### src/rtl/serial_word_loader_pkg.sv
// Shared definitions for the serial word loader: FSM encodings and the
// bit-count width helper.
package serial_word_loader_pkg;

  localparam logic [1:0] ST_IDLE    = 2'd0;
  localparam logic [1:0] ST_SHIFT   = 2'd1;
  localparam logic [1:0] ST_PRESENT = 2'd2;
  localparam logic [1:0] ST_LOAD    = 2'd3;

  // Wide enough to hold 0..n, never narrower than one bit.
  function automatic int cnt_w(input int n);
    int w;
    w = $clog2(n + 1);
    return (w < 1) ? 1 : w;
  endfunction

endpackage

### src/rtl/serial_word_loader_bit_counter.sv
// Frame bit counter: synchronous clear, load-to-one and increment, in that
// priority order.
module bit_counter #(
  parameter int W = 4
) (
  input  logic         clk,
  input  logic         clr,
  input  logic         load1,
  input  logic         inc,
  output logic [W-1:0] cnt
);

  always_ff @(posedge clk) begin
    if (clr)
      cnt <= '0;
    else if (load1)
      cnt <= W'(1);
    else if (inc)
      cnt <= cnt + W'(1);
  end

endmodule

### src/rtl/serial_word_loader.sv
// Deserialises a framed serial stream into an N-bit word on D, then pulses En
// one cycle after D settles so the downstream gated register never sees D move.
module serial_word_loader
  import serial_word_loader_pkg::*;
#(
  parameter int N         = 8,
  parameter int MSB_FIRST = 1
) (
  input  logic         Clk,
  input  logic         R,
  input  logic         SIn,
  input  logic         SValid,
  input  logic         SStart,
  output logic         SReady,
  output logic [N-1:0] D,
  output logic         En,
  output logic         Busy,
  output logic         FrameErr
);

  localparam int CW = cnt_w(N);
  localparam logic [CW-1:0] LAST_CNT = CW'(N - 1);

  logic [1:0]    state;
  logic [CW-1:0] cnt;
  logic [N-1:0]  sr;
  logic [N-1:0]  sr_base;
  logic [N-1:0]  sr_nxt;
  logic          accept;
  logic          frame_bit;
  logic          complete;

  assign SReady    = ~R & ((state == ST_IDLE) | (state == ST_SHIFT));
  assign Busy      = (state != ST_IDLE);
  assign accept    = SValid & SReady;
  // In IDLE only a start-qualified bit opens a frame; anything else is dropped.
  assign frame_bit = accept & (SStart | (state == ST_SHIFT));
  assign complete  = frame_bit & (SStart ? (N == 1) : (cnt == LAST_CNT));
  assign sr_base   = SStart ? '0 : sr;

  generate
    if (N == 1) begin : g_single
      always_comb sr_nxt = SIn;
    end else begin : g_multi
      always_comb begin
        if (MSB_FIRST != 0)
          sr_nxt = {sr_base[N-2:0], SIn};
        else
          sr_nxt = {SIn, sr_base[N-1:1]};
      end
    end
  endgenerate

  bit_counter #(.W(CW)) u_bit_counter (
    .clk   (Clk),
    .clr   (R | complete),
    .load1 (frame_bit & SStart),
    .inc   (frame_bit & ~SStart),
    .cnt   (cnt)
  );

  always_ff @(posedge Clk) begin
    if (R) begin
      state    <= ST_IDLE;
      sr       <= '0;
      D        <= '0;
      En       <= 1'b0;
      FrameErr <= 1'b0;
    end else begin
      En       <= 1'b0;
      FrameErr <= 1'b0;
      case (state)
        ST_IDLE, ST_SHIFT: begin
          if (frame_bit) begin
            sr       <= sr_nxt;
            FrameErr <= SStart & (state == ST_SHIFT);
            if (complete) begin
              D     <= sr_nxt;
              state <= ST_PRESENT;
            end else begin
              state <= ST_SHIFT;
            end
          end
        end
        // D has been stable for one full cycle here; release the load enable.
        ST_PRESENT: begin
          En    <= 1'b1;
          state <= ST_LOAD;
        end
        default: state <= ST_IDLE;
      endcase
    end
  end

endmodule

### config.mk
export PLATFORM = sky130hd
export DESIGN_NAME = serial_word_loader
export DESIGN_NICKNAME = d
export VERILOG_FILES = /design/src/rtl/serial_word_loader_pkg.sv /design/src/rtl/serial_word_loader_bit_counter.sv /design/src/rtl/serial_word_loader.sv
export SDC_FILE = /design/constraint.sdc
export NUM_CORES = 1
export LEC_CHECK = 0
export ABC_AREA = 1
export CAP_MARGIN = 20
export CORE_MARGIN = 4
export CORE_UTILIZATION = 51
export DETAILED_ROUTE_END_ITERATION = 7
export MAX_ROUTING_LAYER = met4
export PLACE_DENSITY = 0.77
export SLEW_MARGIN = 20
export SYNTH_ARGS = -nofsm -noshare
export SYNTH_HDL_FRONTEND = slang
export SYNTH_SLANG_ARGS = --single-unit
### constraint.sdc
create_clock -name Clk -period 2.72 [get_ports Clk]
set_input_delay 0.408 -clock Clk [delete_from_list [all_inputs] [get_ports Clk]]
set_output_delay 0.408 -clock Clk [all_outputs]
set_load 0.02 [all_outputs]
==> metrics.md <==
| Metric | Value |
|---|---|
| Warnings from Yosys | 0 |
| Number of max-slew violations in the final report | 0 |
| Clock latency on the worst-skew pair | 300 ps |
| Synthesized cell area | 1020 um^2 |
| Initial DRC Count | 12 |
| CTS tree | done |
| Met2 GRT Util | 0.283 |
| Most frequent cell after synthesis | nand2_1 |
| IO Pins | 17 |
| Met1 global-route usage | 0.192 |
| RSZ-0062 raised after global routing | false |
| Clock power frac | 0.278 |
| Net switching power | 122 uW |
| Post-DP HPWL | 1530 um |
| Die Wd | 52.7 um |
| Worst setup SP type | input port |
| Clk slew on worst S/H paths | 120 ps |
| Total grt overflow | 0 |
| Initial core utilization | 0.567 |
| Share of cells above drive strength 1 | 0.0798 |
| Clock Path Buffers | 2 |
| Hold Violations, Final | 0 |
| WP data required | 2310 ps |
| Total core area | 1800 um^2 |
| Placed Cells | 184 |
| Synth area leaders | dfxtp_1 (45%), nand2_1 (13%), nand3_1 (8.3%), inv_1 (7.4%), a21oi_1 (6.4%) |
| Vias | 928 |
| Tightest Pin Transition | 340 ps |
| Flop pwr share | 0.639 |
| DIE HEIGHT | 52.7 um |
| Synthesis-stage register bit count | 23 |
| Seq/Total Area, Yosys | 0.451 |
| Max Freq | 494 MHz |
| Sw Share | 0.227 |
| Worst reg2reg path depth | 6 |
| CTS root buffer | clkbuf_4 |
| Fin Setup TNS | 0 ps |
| Yosys top cell area share | 0.451 |
| Max-Cap Viols | 0 |
| Antenna Cells | 0 |
| GR met3 Demand/Resource | 0.0342 |
| Ys flop type | dfxtp_1 |
| Worst slew margin | 0.773 |
| Routed Antenna Nets | 0 |
| Syn Nets | 150 |
| Peak supply drop | 0.323 mV |
| Hold WC Path Type | reg -> reg |
| Worst Setup End Kind | primary output |
| Setup Buffers After CTS | 0 |
| Antenna violations before repair | 0 |
| Max H-tree Level | 1 |
| Internal power | 414 uW |
| Synth-to-Final Area Change | 20.6% |
| Placed cell area | 1200 um^2 |
| Port Buffers | 16 |
| Largest net degree at the start of global routing | 18 |
| GP Congestion | 0.883 |
| Synth Instances | 144 |
| Most frequent cells after synthesis | nand2_1 (36), dfxtp_1 (23), inv_1 (20), nand3_1 (17), nor2_1 (16) |
| Avg WL per Cell | 10.4 um |
| P_leak | 0.000495 uW |
| First-pass GRT wire length | 3370 um |
| Comb power frac | 0.083 |
| Post-synth top area cell | dfxtp_1 |
| Cell Rows | 15 |
| Vias in the first global route | 840 |
| Vias per inst | 4.94 |
| Tot GR Track Use | 0.165 |
| Design Area, Final | 1230 um^2 |
| Tmin final | 2020 ps |
| # setup viols final | 0 |
| Yosys cell types | 16 |
| Drt drc | 0 |
| WS Path Type | in -> out |
| Outcome | finished, final reports clean |
| CP Data Arrival Time | 1620 ps |
| Syn avg cell area | 7.09 um^2 |
| Final Cycle Share | 0.744 |
| Post-cts resize count | 0 |
| Drt total wl | 1950 um |
| TritonCTS Buffers | 3 |
| Gr busiest metal | met2 |
| Pre-antenna DRT Iters | 4 |
| Critical path peak fanout | 3 |
| Number of flops mapped to enable cells by yosys | 0 |
| Layout Cells excl Fill | 188 |
| Hold path depth | 2 |
| NumNets Final | 170 |
| Post-layout util | 0.683 |
| PwrDens | 435 nW/um^2 |
| Clock sink count | 23 |
| Final clock skew | 8.23 ps |
| Die area | 2780 um^2 |
| Async SR Flop Fraction | 0 |
| Hold_buf cts | 0 |
-- power by group through the flow --
stage	clock network [uW]	registers, uW	logic [uW]
2_1_floorplan	0	350	28.1
3_3_place_gp	0	350	43.7
3_5_place_dp	0	350	44.5
4_1_cts	157	342	44.6
5_1_grt	172	343	48.9
6_report	149	342	44.3
-- cell families (layout without fill, tap and decap cells) --
logic type,after synthesis,count (layout),share of synthesized area
buf+inv,24,43,0.0993
flops,23,23,0.451
compound gates,17,17,0.0870
simple gates,79,79,0.350
fa+ha+maj,1,1,0.0123
-- cell usage in the layout (no fill, tap or decap), types with 2 or more instances in the layout --
cell type	netlist	final
nand2_1	36	36
dfxtp_1	23	23
inv_1	20	20
nand3_1	17	17
nor2_1	16	16
clkdlybuf4s50_1	0	16
a21oi_1	13	13
nand4_1	4	4
nor2_4	3	3
nand2_2	3	3
o21ai_0	3	3
clkbuf_4	0	3
buf_4	1	2
-- critical path: stages --
cell and delay (ps):
clkdlybuf4s50_1 470, nor2_4 130, clkdlybuf4s50_1 610
-- layer usage --
| metal | vias up | share of wire |
|---|---|---|
| met1 | 419 | 0.44 |
| li1 | 491 | - |
| met3 | 2 | 0.038 |
| met5 | - | 0 |
| met4 | 0 | 0.0097 |
| met2 | 16 | 0.51 |
-- state kept, by name, indices dropped and copies added (netlist names) --
signal and count:
En 1, D 8, u_bit_counter.cnt 4, state 2, sr 7, FrameErr 1
-- metrics by stage --
step | hold WS, ps | total power [uW] | setup WS [ps]
2_1_floorplan | 430 | 378 | 1430
3_3_place_gp | 450 | 393 | 719
3_5_place_dp | 456 | 394 | 683
4_1_cts | 474 | 544 | 677
5_1_grt | 489 | 563 | 650
6_report | 470 | 535 | 696
-- worst paths after layout --
| path | startpoint | slack [ps] | to |
|---|---|---|---|
| setup reg to reg | u_bit_counter.cnt[0]$_SDFFE_PP0P_ | 1180 | u_bit_counter.cnt[3]$_SDFFE_PP0P_ |
| hold / removal | D[0]$_SDFFE_PP0P_ | 470 | D[0]$_SDFFE_PP0P_ |
| hold reg to reg | D[0]$_SDFFE_PP0P_ | 470 | D[0]$_SDFFE_PP0P_ |
| setup / recovery | R | 700 | SReady |
-- cell type report --
type,count,area (um^2)
fill,159,571
sequential,23,460
multi-input combinational,97,459
timing repair buffer,18,175
inverter,21,78.8
tap,25,31.3
clock buffer,4,26.3
Power figures use the tool's default switching activity.
